===== config.mk =====
export PLATFORM = sky130hd
export DESIGN_NAME = fc_infer_ctrl
export DESIGN_NICKNAME = d
export VERILOG_FILES = /design/src/rtl/fc_infer_ctrl.sv
export SDC_FILE = /design/constraint.sdc
export NUM_CORES = 1
export LEC_CHECK = 0
export CORE_MARGIN = 2
export CORE_UTILIZATION = 51
export CTS_CLUSTER_SIZE = 12
export DETAILED_ROUTE_END_ITERATION = 10
export PLACE_DENSITY_LB_ADDON = 0.15
export SKIP_LAST_GASP = 1
export SLEW_MARGIN = 30
export SYNTH_ARGS = -nofsm -noshare
export SYNTH_HDL_FRONTEND = slang
export SYNTH_SLANG_ARGS = --single-unit

===== constraint.sdc =====
create_clock -name clk -period 3.95 [get_ports clk]
set_input_delay 0.79 -clock clk [delete_from_list [all_inputs] [get_ports clk]]
set_output_delay 0.79 -clock clk [all_outputs]
set_load 0.02 [all_outputs]

===== src/rtl/fc_infer_ctrl.sv =====
// ---------------------------------------------------------------------------
// fc_infer_ctrl
// Sequencer for the binarized fully-connected classifier stage.
//
// On a start pulse it reads the BEATS-deep feature RAM (one PIX_W-bit beat per
// cycle), forwards each beat to the FC layer, waits for the FC layer's score
// pulse (or aborts after TIMEOUT idle cycles), runs a one-class-per-cycle
// argmax over the captured scores and holds the winner on a valid/ready
// result port.
//
// Ports:
//   clk, rst_n          clock, asynchronous active-low reset
//   start               single-cycle classify request (honoured in IDLE only)
//   busy                high in every state except IDLE
//   mem_rd_en/addr      feature RAM read strobe and beat address
//   mem_rd_data         feature RAM data, valid the cycle after mem_rd_en
//   fc_valid_in/pixels  beat strobe and pixels towards the FC layer
//   fc_valid_out        FC score-valid pulse
//   fc_scores           flat scores, class k at [k*SCORE_W +: SCORE_W]
//   result_valid/ready  result handshake
//   result_class/score  winning class and score (4'hF / 0 on timeout)
//   err_timeout         result is a timeout abort
// ---------------------------------------------------------------------------
module fc_infer_ctrl #(
  parameter int BEATS       = 25,
  parameter int PIX_W       = 16,
  parameter int NUM_CLASSES = 10,
  parameter int SCORE_W     = 9,
  parameter int TIMEOUT     = 15
) (
  input  logic                           clk,
  input  logic                           rst_n,
  input  logic                           start,
  output logic                           busy,
  output logic                           mem_rd_en,
  output logic [4:0]                     mem_rd_addr,
  input  logic [PIX_W-1:0]               mem_rd_data,
  output logic                           fc_valid_in,
  output logic [PIX_W-1:0]               fc_pixels,
  input  logic                           fc_valid_out,
  input  logic [NUM_CLASSES*SCORE_W-1:0] fc_scores,
  output logic                           result_valid,
  input  logic                           result_ready,
  output logic [3:0]                     result_class,
  output logic [SCORE_W-1:0]             result_score,
  output logic                           err_timeout
);

  localparam int CNT_W = (TIMEOUT > 1) ? $clog2(TIMEOUT) : 1;
  localparam logic [4:0]       LAST_BEAT  = 5'(BEATS - 1);
  localparam logic [3:0]       LAST_CLASS = 4'(NUM_CLASSES - 1);
  localparam logic [CNT_W-1:0] LAST_TMO   = CNT_W'(TIMEOUT - 1);

  typedef enum logic [2:0] {
    S_IDLE,
    S_FEED,
    S_WAIT,
    S_ARGMAX,
    S_HOLD
  } state_t;

  state_t               state_q, state_d;
  logic [4:0]           beat_q, beat_d;
  logic [CNT_W-1:0]     tmo_q, tmo_d;
  logic [3:0]           idx_q, idx_d;
  logic [3:0]           best_class_q, best_class_d;
  logic [SCORE_W-1:0]   best_score_q, best_score_d;
  logic                 err_q, err_d;
  logic                 fc_valid_in_q, fc_valid_in_d;
  logic                 capture;
  logic [SCORE_W-1:0]   cur_score;
  logic [SCORE_W-1:0]   scores_q [NUM_CLASSES];
  logic [SCORE_W-1:0]   scores_d [NUM_CLASSES];

  // Score bank: loaded only on the accepted fc_valid_out in WAIT, so stray
  // pulses in any other state never disturb the captured values.
  genvar gi;
  generate
    for (gi = 0; gi < NUM_CLASSES; gi++) begin : g_score
      assign scores_d[gi] = capture ? fc_scores[gi*SCORE_W +: SCORE_W] : scores_q[gi];

      always_ff @(posedge clk or negedge rst_n) begin
        if (!rst_n) begin
          scores_q[gi] <= '0;
        end else begin
          scores_q[gi] <= scores_d[gi];
        end
      end
    end
  endgenerate

  // Score under inspection by the argmax walk.
  always_comb begin
    cur_score = '0;
    for (int k = 0; k < NUM_CLASSES; k++) begin
      if (idx_q == k[3:0]) begin
        cur_score = scores_q[k];
      end
    end
  end

  always_ff @(posedge clk or negedge rst_n) begin
    if (!rst_n) begin
      state_q       <= S_IDLE;
      beat_q        <= '0;
      tmo_q         <= '0;
      idx_q         <= '0;
      best_class_q  <= '0;
      best_score_q  <= '0;
      err_q         <= 1'b0;
      fc_valid_in_q <= 1'b0;
    end else begin
      state_q       <= state_d;
      beat_q        <= beat_d;
      tmo_q         <= tmo_d;
      idx_q         <= idx_d;
      best_class_q  <= best_class_d;
      best_score_q  <= best_score_d;
      err_q         <= err_d;
      fc_valid_in_q <= fc_valid_in_d;
    end
  end

  always_comb begin
    state_d       = state_q;
    beat_d        = beat_q;
    tmo_d         = tmo_q;
    idx_d         = idx_q;
    best_class_d  = best_class_q;
    best_score_d  = best_score_q;
    err_d         = err_q;
    capture       = 1'b0;
    // RAM data lands one cycle after the read, so the beat strobe is the
    // read strobe delayed by one cycle.
    fc_valid_in_d = (state_q == S_FEED);

    case (state_q)
      S_IDLE: begin
        if (start) begin
          state_d = S_FEED;
          beat_d  = '0;
        end
      end

      S_FEED: begin
        tmo_d = '0;
        if (beat_q == LAST_BEAT) begin
          beat_d  = '0;
          state_d = S_WAIT;
        end else begin
          beat_d = beat_q + 5'd1;
        end
      end

      S_WAIT: begin
        if (fc_valid_out) begin
          capture      = 1'b1;
          idx_d        = '0;
          best_class_d = '0;
          best_score_d = '0;
          state_d      = S_ARGMAX;
        end else if (!fc_valid_in_q) begin
          // The first WAIT cycle still carries the last beat; counting
          // starts on the cycle after it.
          if (tmo_q == LAST_TMO) begin
            state_d      = S_HOLD;
            err_d        = 1'b1;
            best_class_d = 4'hF;
            best_score_d = '0;
          end else begin
            tmo_d = tmo_q + 1'b1;
          end
        end
      end

      S_ARGMAX: begin
        // Strictly-greater update keeps the lowest index on ties.
        if (cur_score > best_score_q) begin
          best_score_d = cur_score;
          best_class_d = idx_q;
        end
        idx_d = idx_q + 4'd1;
        if (idx_q == LAST_CLASS) begin
          state_d = S_HOLD;
        end
      end

      S_HOLD: begin
        if (result_ready) begin
          state_d = S_IDLE;
          err_d   = 1'b0;
        end
      end

      default: begin
        state_d = S_IDLE;
      end
    endcase
  end

  assign busy         = (state_q != S_IDLE);
  assign mem_rd_en    = (state_q == S_FEED);
  assign mem_rd_addr  = beat_q;
  assign fc_valid_in  = fc_valid_in_q;
  assign fc_pixels    = fc_valid_in_q ? mem_rd_data : '0;
  assign result_valid = (state_q == S_HOLD);
  assign result_class = best_class_q;
  assign result_score = best_score_q;
  assign err_timeout  = err_q;

endmodule


==> results_dict.tcl, run 1 <==
set metrics [dict create \
    synth_area_per_cell_um2 11.25 \
    initial_core_util_pct 52.05 \
    fin_util_pct 69.49 \
    die_h_um 117.5 \
    seqPwrFrac_pct 32.9 \
    crit_chain "inv_1 > ha_1 > buf_4 > nor2b_2 > a221o_1 > a211oi_1 > a211oi_2 > ha_1 > nor2b_1 > o21ai_0 > a21oi_1 > o21a_1 > mux2i_1" \
    cts.sinks 121 \
    postCtsSetupRepairBufs 0 \
    arrival_ns 4.08 \
    synthTopCellsByArea "dfrtp_1, mux2_1, ha_1" \
    worstMarginPinSlew_ns 0.7942 \
    p_clk_share_pct 21.9 \
    timing.critical_path.mode_cell "ha_1" \
    critPathMaxFanout 21 \
    final_antenna_net_count 0 \
    cp_top_family "compound AO/OA/AOI/OAI gates" \
    first_global_vias 5404 \
    start_kind "flop" \
    num-fill-cells 953 \
    cts_buffers 17 \
    ys_types 63 \
    root_buffer "clkbuf_16" \
    boundaryPins 150 \
    grt_setup_unrepaired "yes" \
    vias 5216 \
    antenna_cells 0 \
    dr.first_iter.drc_count 358 \
    dr.pass1.iters 5 \
    holdWs_ns 0.4500 \
    maxCapViolations 0 \
    hold_path.class "primary input to asynchronous set/reset pin" \
    grt-ovfl-total 0 \
    preCtsSetupSlack_ns 0.2088 \
    gp_congestion 0.9149 \
    hold_viol_final 0 \
    outcome "finished clean" \
    synth_edf_count 0 \
    dp_hpwl_um 13050 \
    drc 0 \
    die_width_um 117.5 \
    yosysTopAreaCellShare_pct 46.10 \
    period_share_pct 95.21 \
    critical_path_depth 13 \
    clock.fmax_ghz 0.2659 \
    ys_seq_area_share_pct 46.10 \
    regArea_mm2 0.003028 \
    ys_ff_latch 121 \
    clk_latency_ns 0.43 \
    slew_violations 0 \
    dieArea_mm2 0.01380 \
    fin_crit_ns 3.761 \
    synth_top_cell_by_area "dfrtp_1" \
    p_sw_uw 2744 \
    p_per_area_mw_per_mm2 802.8 \
    via_per_inst 5.726 \
    rr_worst_depth 13 \
    clk_pin_slew_ns 0.05 \
    leakagePower_uw 0.003636 \
    tns_ns 0 \
    ir_drop_mv 0.4084 \
    grt.total_usage_pct 26.76 \
    critPathMaxStageDelay_ns 0.44 \
    numPortBuffers 149 \
    antenna_found_initial 0 \
    wl_per_cell_um 19.14 \
    syn_nets 712 \
    routed_wirelength_um 17440 \
    worstSetupPathType "flop to flop" \
    slowest_stage "dfrtp_1" \
    multi_input_area_mm2 0.003211 \
    setup_viol 0 \
    netSwitchingFraction_pct 38.98 \
    pwr-share-comb_pct 45.2 \
    nets 855 \
    tritoncts "yes" \
    cp.required_ns 4.27 \
    grt_pass1_wl_um 28920 \
    cts_max_level 4 \
    fp.coreArea_mm2 0.01262 \
    clk_path_buf_depth 2 \
    yosys_warnings 0 \
    worst_slack_ns 0.1893 \
    intPower_uw 4296 \
    fin_skew_ns 0.01120 \
    netlist_area_mm2 0.006569 \
    std_cell_rows 41 \
    synth_ff_type "dfrtp_1" \
    slew_headroom_pct 47.05 \
    area_growth_pct 33.50 \
    grt_max_degree 62 \
    layout-drive-gt1-share_pct 11.50 \
    synth_cells 584 \
    ys_async_sr_fraction_pct 100.0 \
    end_kind "flop" \
    path_buf_inv 2 \
]
## area by class of cell
type                    count  share of cell area, %
clock buffers              24                  5.721
clock inverters             7                  1.027
inverters                  30                  1.284
multi-input cells         395                  36.61
flip-flops and latches    121                  34.53
well taps                 172                  2.454
repair buffers            162                  18.38
## worst paths after layout
kind | slack (ns) | start | to
worst min register to register | 0.49 | scores_q[84] | scores_q[84]
min in group clk | 0.49 | scores_q[84] | scores_q[84]
worst max register to register | 0.19 | idx_q[1] | result_class[1]
worst max-delay path | 0.19 | idx_q[1] | result_class[1]
max in group asynchronous | 2.71 | rst_n | scores_q[20]
worst min-delay path | 0.45 | rst_n | scores_q[70]
## layout by cell type (no fill, tap or decap), types with 5 or more instances in the layout
cell type	instances
nand3b_1	16
clkbuf_16	17
o21a_1	11
a221oi_2	7
o2111ai_1	7
buf_4	12
o21ai_0	21
dfrtp_1	121
o211ai_1	6
a21oi_1	23
clkdlybuf4s50_1	148
and2_1	24
o31ai_1	8
mux2_2	10
o211ai_2	7
a22oi_1	8
nand2_1	23
a221o_1	9
mux2_1	80
clkbuf_8	5
nand3_1	12
nor2_1	17
o21ai_1	7
ha_1	17
inv_1	30
nor2b_1	17
## routing by layer
layer,part of all wire (%),global-route usage [%],up-vias
met3,5.8,6.831,37
met2,50,43.53,213
met1,42,34.21,2557
met4,2.3,11.07,0
met5,0,0,-
li1,-,-,2409
## worst reg2reg max path: cells and delay by family, from the launching register on
kind | cells | cell delay [ns]
DFF | 1 | 0.44
and+or+nand+nor | 2 | 0.21
buffers and inverters | 2 | 0.42
AOI/OAI and AO/OA | 6 | 1.62
muxes | 1 | 0.29
adders and majority gates | 2 | 0.68
## synth_stat cells, types with 2 or more instances
| cell type | instances |
|---|---|
| dfrtp_1 | 121 |
| mux2_1 | 80 |
| inv_1 | 30 |
| and2_1 | 25 |
| a21oi_1 | 23 |
| nand2_1 | 23 |
| o21ai_0 | 22 |
| buf_2 | 20 |
| ha_1 | 17 |
| nor2_1 | 17 |
| nor2b_1 | 17 |
| nand3b_1 | 16 |
| nand3_1 | 12 |
| o21a_1 | 11 |
| buf_4 | 10 |
| mux2_2 | 10 |
| a221o_1 | 9 |
| a22oi_1 | 8 |
| o31ai_1 | 8 |
| a221oi_2 | 7 |
| o2111ai_1 | 7 |
| o211ai_2 | 7 |
| o211ai_1 | 6 |
| o21ai_1 | 6 |
| a211oi_1 | 4 |
| clkbuf_1 | 4 |
| mux2i_1 | 4 |
| nand4_1 | 4 |
| or2_0 | 4 |
| buf_6 | 3 |
| nand2b_1 | 3 |
| a21oi_2 | 2 |
| a221oi_1 | 2 |
| a22o_1 | 2 |
| a31oi_1 | 2 |
| nand3b_2 | 2 |
| nor3_1 | 2 |
| nor3b_2 | 2 |
| o21ai_2 | 2 |
| o221ai_1 | 2 |
| o22ai_1 | 2 |
| o32ai_1 | 2 |
| or2_2 | 2 |
| or3_1 | 2 |
| xnor2_1 | 2 |
## power groups by stage
| stage | registers, uW | clock network (uW) | logic [uW] |
|---|---|---|---|
| after floorplan | 2140 | 0 | 2250 |
| after global placement | 2300 | 0 | 3020 |
| after detailed placement | 2320 | 0 | 3130 |
| after CTS | 2310 | 1570 | 3160 |
| after global routing | 2380 | 1620 | 3500 |
| final | 2320 | 1540 | 3180 |
## state kept, by name, indices dropped and copies added (netlist names)
signal	cells
idx_q	4
err_timeout	1
state_q	3
fc_valid_in	1
tmo_q	4
result_class	4
mem_rd_addr	5
result_score	9
scores_q	90
## through the flow
step | total power [uW] | std cells | area (um^2)
after floorplan | 4391 | 584 | 6569
after global placement | 5323 | 880 | 8170
after detailed placement | 5447 | 880 | 8170
after CTS | 7035 | 911 | 8762
after global routing | 7499 | 911 | 8770
final | 7040 | 911 | 8770
## logic make-up (layout without fill, tap and decap cells)
kind of cell,Yosys count,count (layout),share of synthesized area (%)
compound gates,140,140,16.29
xor+xnor,3,3,0.4001
fa+ha+maj,17,17,3.238
buf+inv,68,223,5.181
flops,121,121,46.10
mux,94,94,16.04
simple gates,141,141,12.76
## what timing repair did
item                                    CTS  global route
endpoints found under the setup margin    0             8
hold buffers                              0             0
endpoints found under the hold margin     0             0
gates resized for setup                   0             1
No activity file was read; power rests on OpenSTA's default activity.
==> run 2, diff against run 1 <==
- ABC_CLOCK_PERIOD_IN_PS: unset -> 3950
==> results of run 2 <==
Final layout, timing and power as in run 1 (identical DEF).
==> run 3, diff against run 2 <==
- ABC_CLOCK_PERIOD_IN_PS: 3950 -> 3900
- HOLD_SLACK_MARGIN: unset -> 0.03
- clock period: 3.95 -> 3.9 ns (I/O delays scaled with it)
==> results_dict.tcl, run 3 (synthesis results as in run 1) <==
set metrics [dict create \
    outcome "finished clean" \
    final_cell_mix "clkdlybuf4s50_1, dfrtp_1, mux2_1, inv_1, and2_1" \
    std_cell_rows 41 \
    slew_headroom_pct 50.51 \
    tns_ns 0 \
    area_growth_pct 33.90 \
    wl_per_cell_um 19.20 \
    clk_latency_ns 0.42 \
    nets 856 \
    end_kind "flop" \
    gp_congestion 0.8979 \
    ff2ff_setup_slack_ns 0.27 \
    final_common_cell "clkdlybuf4s50_1" \
    vias 5183 \
    first_global_vias 5438 \
    drc 0 \
    die_width_um 117.5 \
    regMostFlops "scores_q" \
    ir_drop_mv 0.4352 \
    wl_met3_um 939 \
    fp.coreArea_mm2 0.01262 \
    initial_core_util_pct 52.05 \
    cts.sinks 121 \
    leakagePower_uw 0.003642 \
    cp.required_ns 4.19 \
    met1Wirelength_um 7559 \
    rr_worst_depth 12 \
    hold_path.class "primary input to asynchronous set/reset pin" \
    timing.rr.start "idx_q[0]" \
    dr_wl_met2_um 8598 \
    numPortBuffers 149 \
    fin_skew_ns 0.005951 \
    antenna_found_initial 0 \
    routed.top_layer "met4" \
    largest_reg_flops 90 \
    period_share_pct 93.12 \
    p_per_area_mw_per_mm2 819.9 \
    dr.pass1.iters 5 \
    setup.worst_path.end "result_score[7]" \
    dp_hpwl_um 12850 \
    critPathLaunch "idx_q[0]" \
    cts_hold_buf 0 \
    grt_max_degree 65 \
    preCtsSetupSlack_ns 0.09182 \
    clock.fmax_ghz 0.2754 \
    arrival_ns 3.93 \
    worstMarginPinSlew_ns 0.7424 \
    grt_pass1_wl_um 28900 \
    maxCapViolations 0 \
    final_antenna_net_count 0 \
    cts_buffers 17 \
    hold_viol_final 0 \
    worst_slack_ns 0.2684 \
    fin_crit_ns 3.632 \
    slew_violations 0 \
    worstSetupPathType "flop to flop" \
    via_per_inst 5.689 \
    layout-drive-gt1-share_pct 12.04 \
    routed_wirelength_um 17490 \
    r2r-end "result_score[7]" \
    grt.total_usage_pct 26.62 \
    grt_setup_unrepaired "no" \
    root_buffer "clkbuf_16" \
    grt-ovfl-total 0 \
    dieArea_mm2 0.01380 \
    boundaryPins 150 \
    dr.first_iter.drc_count 329 \
    clk_path_buf_depth 2 \
    critPathMaxFanout 12 \
    tritoncts "yes" \
    cts_max_level 4 \
    setup_viol 0 \
    die_h_um 117.5 \
    clk_pin_slew_ns 0.06 \
    antenna_cells 0 \
    start_kind "flop" \
]
[run 3: cell types whose count changed in the layout (fill, tap and decap cells not counted), moves of 2 or more]
cell	change
clkinv_4	+2
clkbuf_8	-5
clkbuf_1	-2
bufinv_16	+2
[run 3: where the power goes]
| group | switching, uW | leakage [uW] | internal (uW) |
|---|---|---|---|
| sequential | 513 | 0.00150 | 1830 |
| combinational | 1740 | 0.00185 | 1510 |
| clock | 559 | 0.000290 | 1060 |
| total | 2810 | 0.00364 | 4400 |
[run 3: worst min path at each step]
stage                       from            to  slack, ns
global route               rst_n  scores_q[66]       0.48
finish                     rst_n  scores_q[66]       0.43
floorplan           scores_q[45]  scores_q[45]       0.46
detailed placement  scores_q[39]  scores_q[39]       0.48
CTS                        rst_n  scores_q[66]       0.44
global placement    scores_q[25]  scores_q[25]       0.47
[run 3: area by class of cell]
type | count | area (um^2)
Timing Repair Buffer | 163 | 1619
Multi-Input combinational cell | 395 | 3216
Inverter | 30 | 112.6
Tap cell | 172 | 215.2
Clock buffer | 17 | 425.4
Sequential cell | 121 | 3028
Fill cell | 986 | 3824
Clock inverter | 13 | 180.2
[run 3: through the flow]
step           hold WS (ns)  utilization [%]  area [um^2]  cells  total power [uW]
4_1_cts              0.4393            69.60         8783    911              7195
5_1_grt              0.4792            69.70         8796    911              7672
2_1_floorplan        0.4581                -         6569    584              4447
6_report             0.4270            69.70         8796    911              7211
3_5_place_dp         0.4768            64.80         8178    881              5520
3_3_place_gp         0.4703            64.80         8178    881              5407
[run 3: metal layers]
metal | up-vias | GRT usage [%]
met5 | - | 0
met3 | 35 | 5.378
met2 | 195 | 44.33
met1 | 2548 | 34.75
li1 | 2405 | -
met4 | 0 | 9.413
[run 3: critical path, stage by stage (launching register included)]
cell and delay [ns]:
dfrtp_1 0.47, inv_1 0.10, ha_1 0.37, nor2b_2 0.23, a221o_1 0.34, a211oi_1 0.38
a211oi_2 0.10, ha_1 0.31, nor2b_1 0.13, o21ai_0 0.14, a21oi_1 0.17, o21ai_4 0.39
mux2_1 0.37
[run 3: timing repair]
item                                    CTS  global route
gates resized for setup                   0             3
buffers inserted                          0             0
endpoints found under the setup margin    0             9
endpoints found under the hold margin     0             0
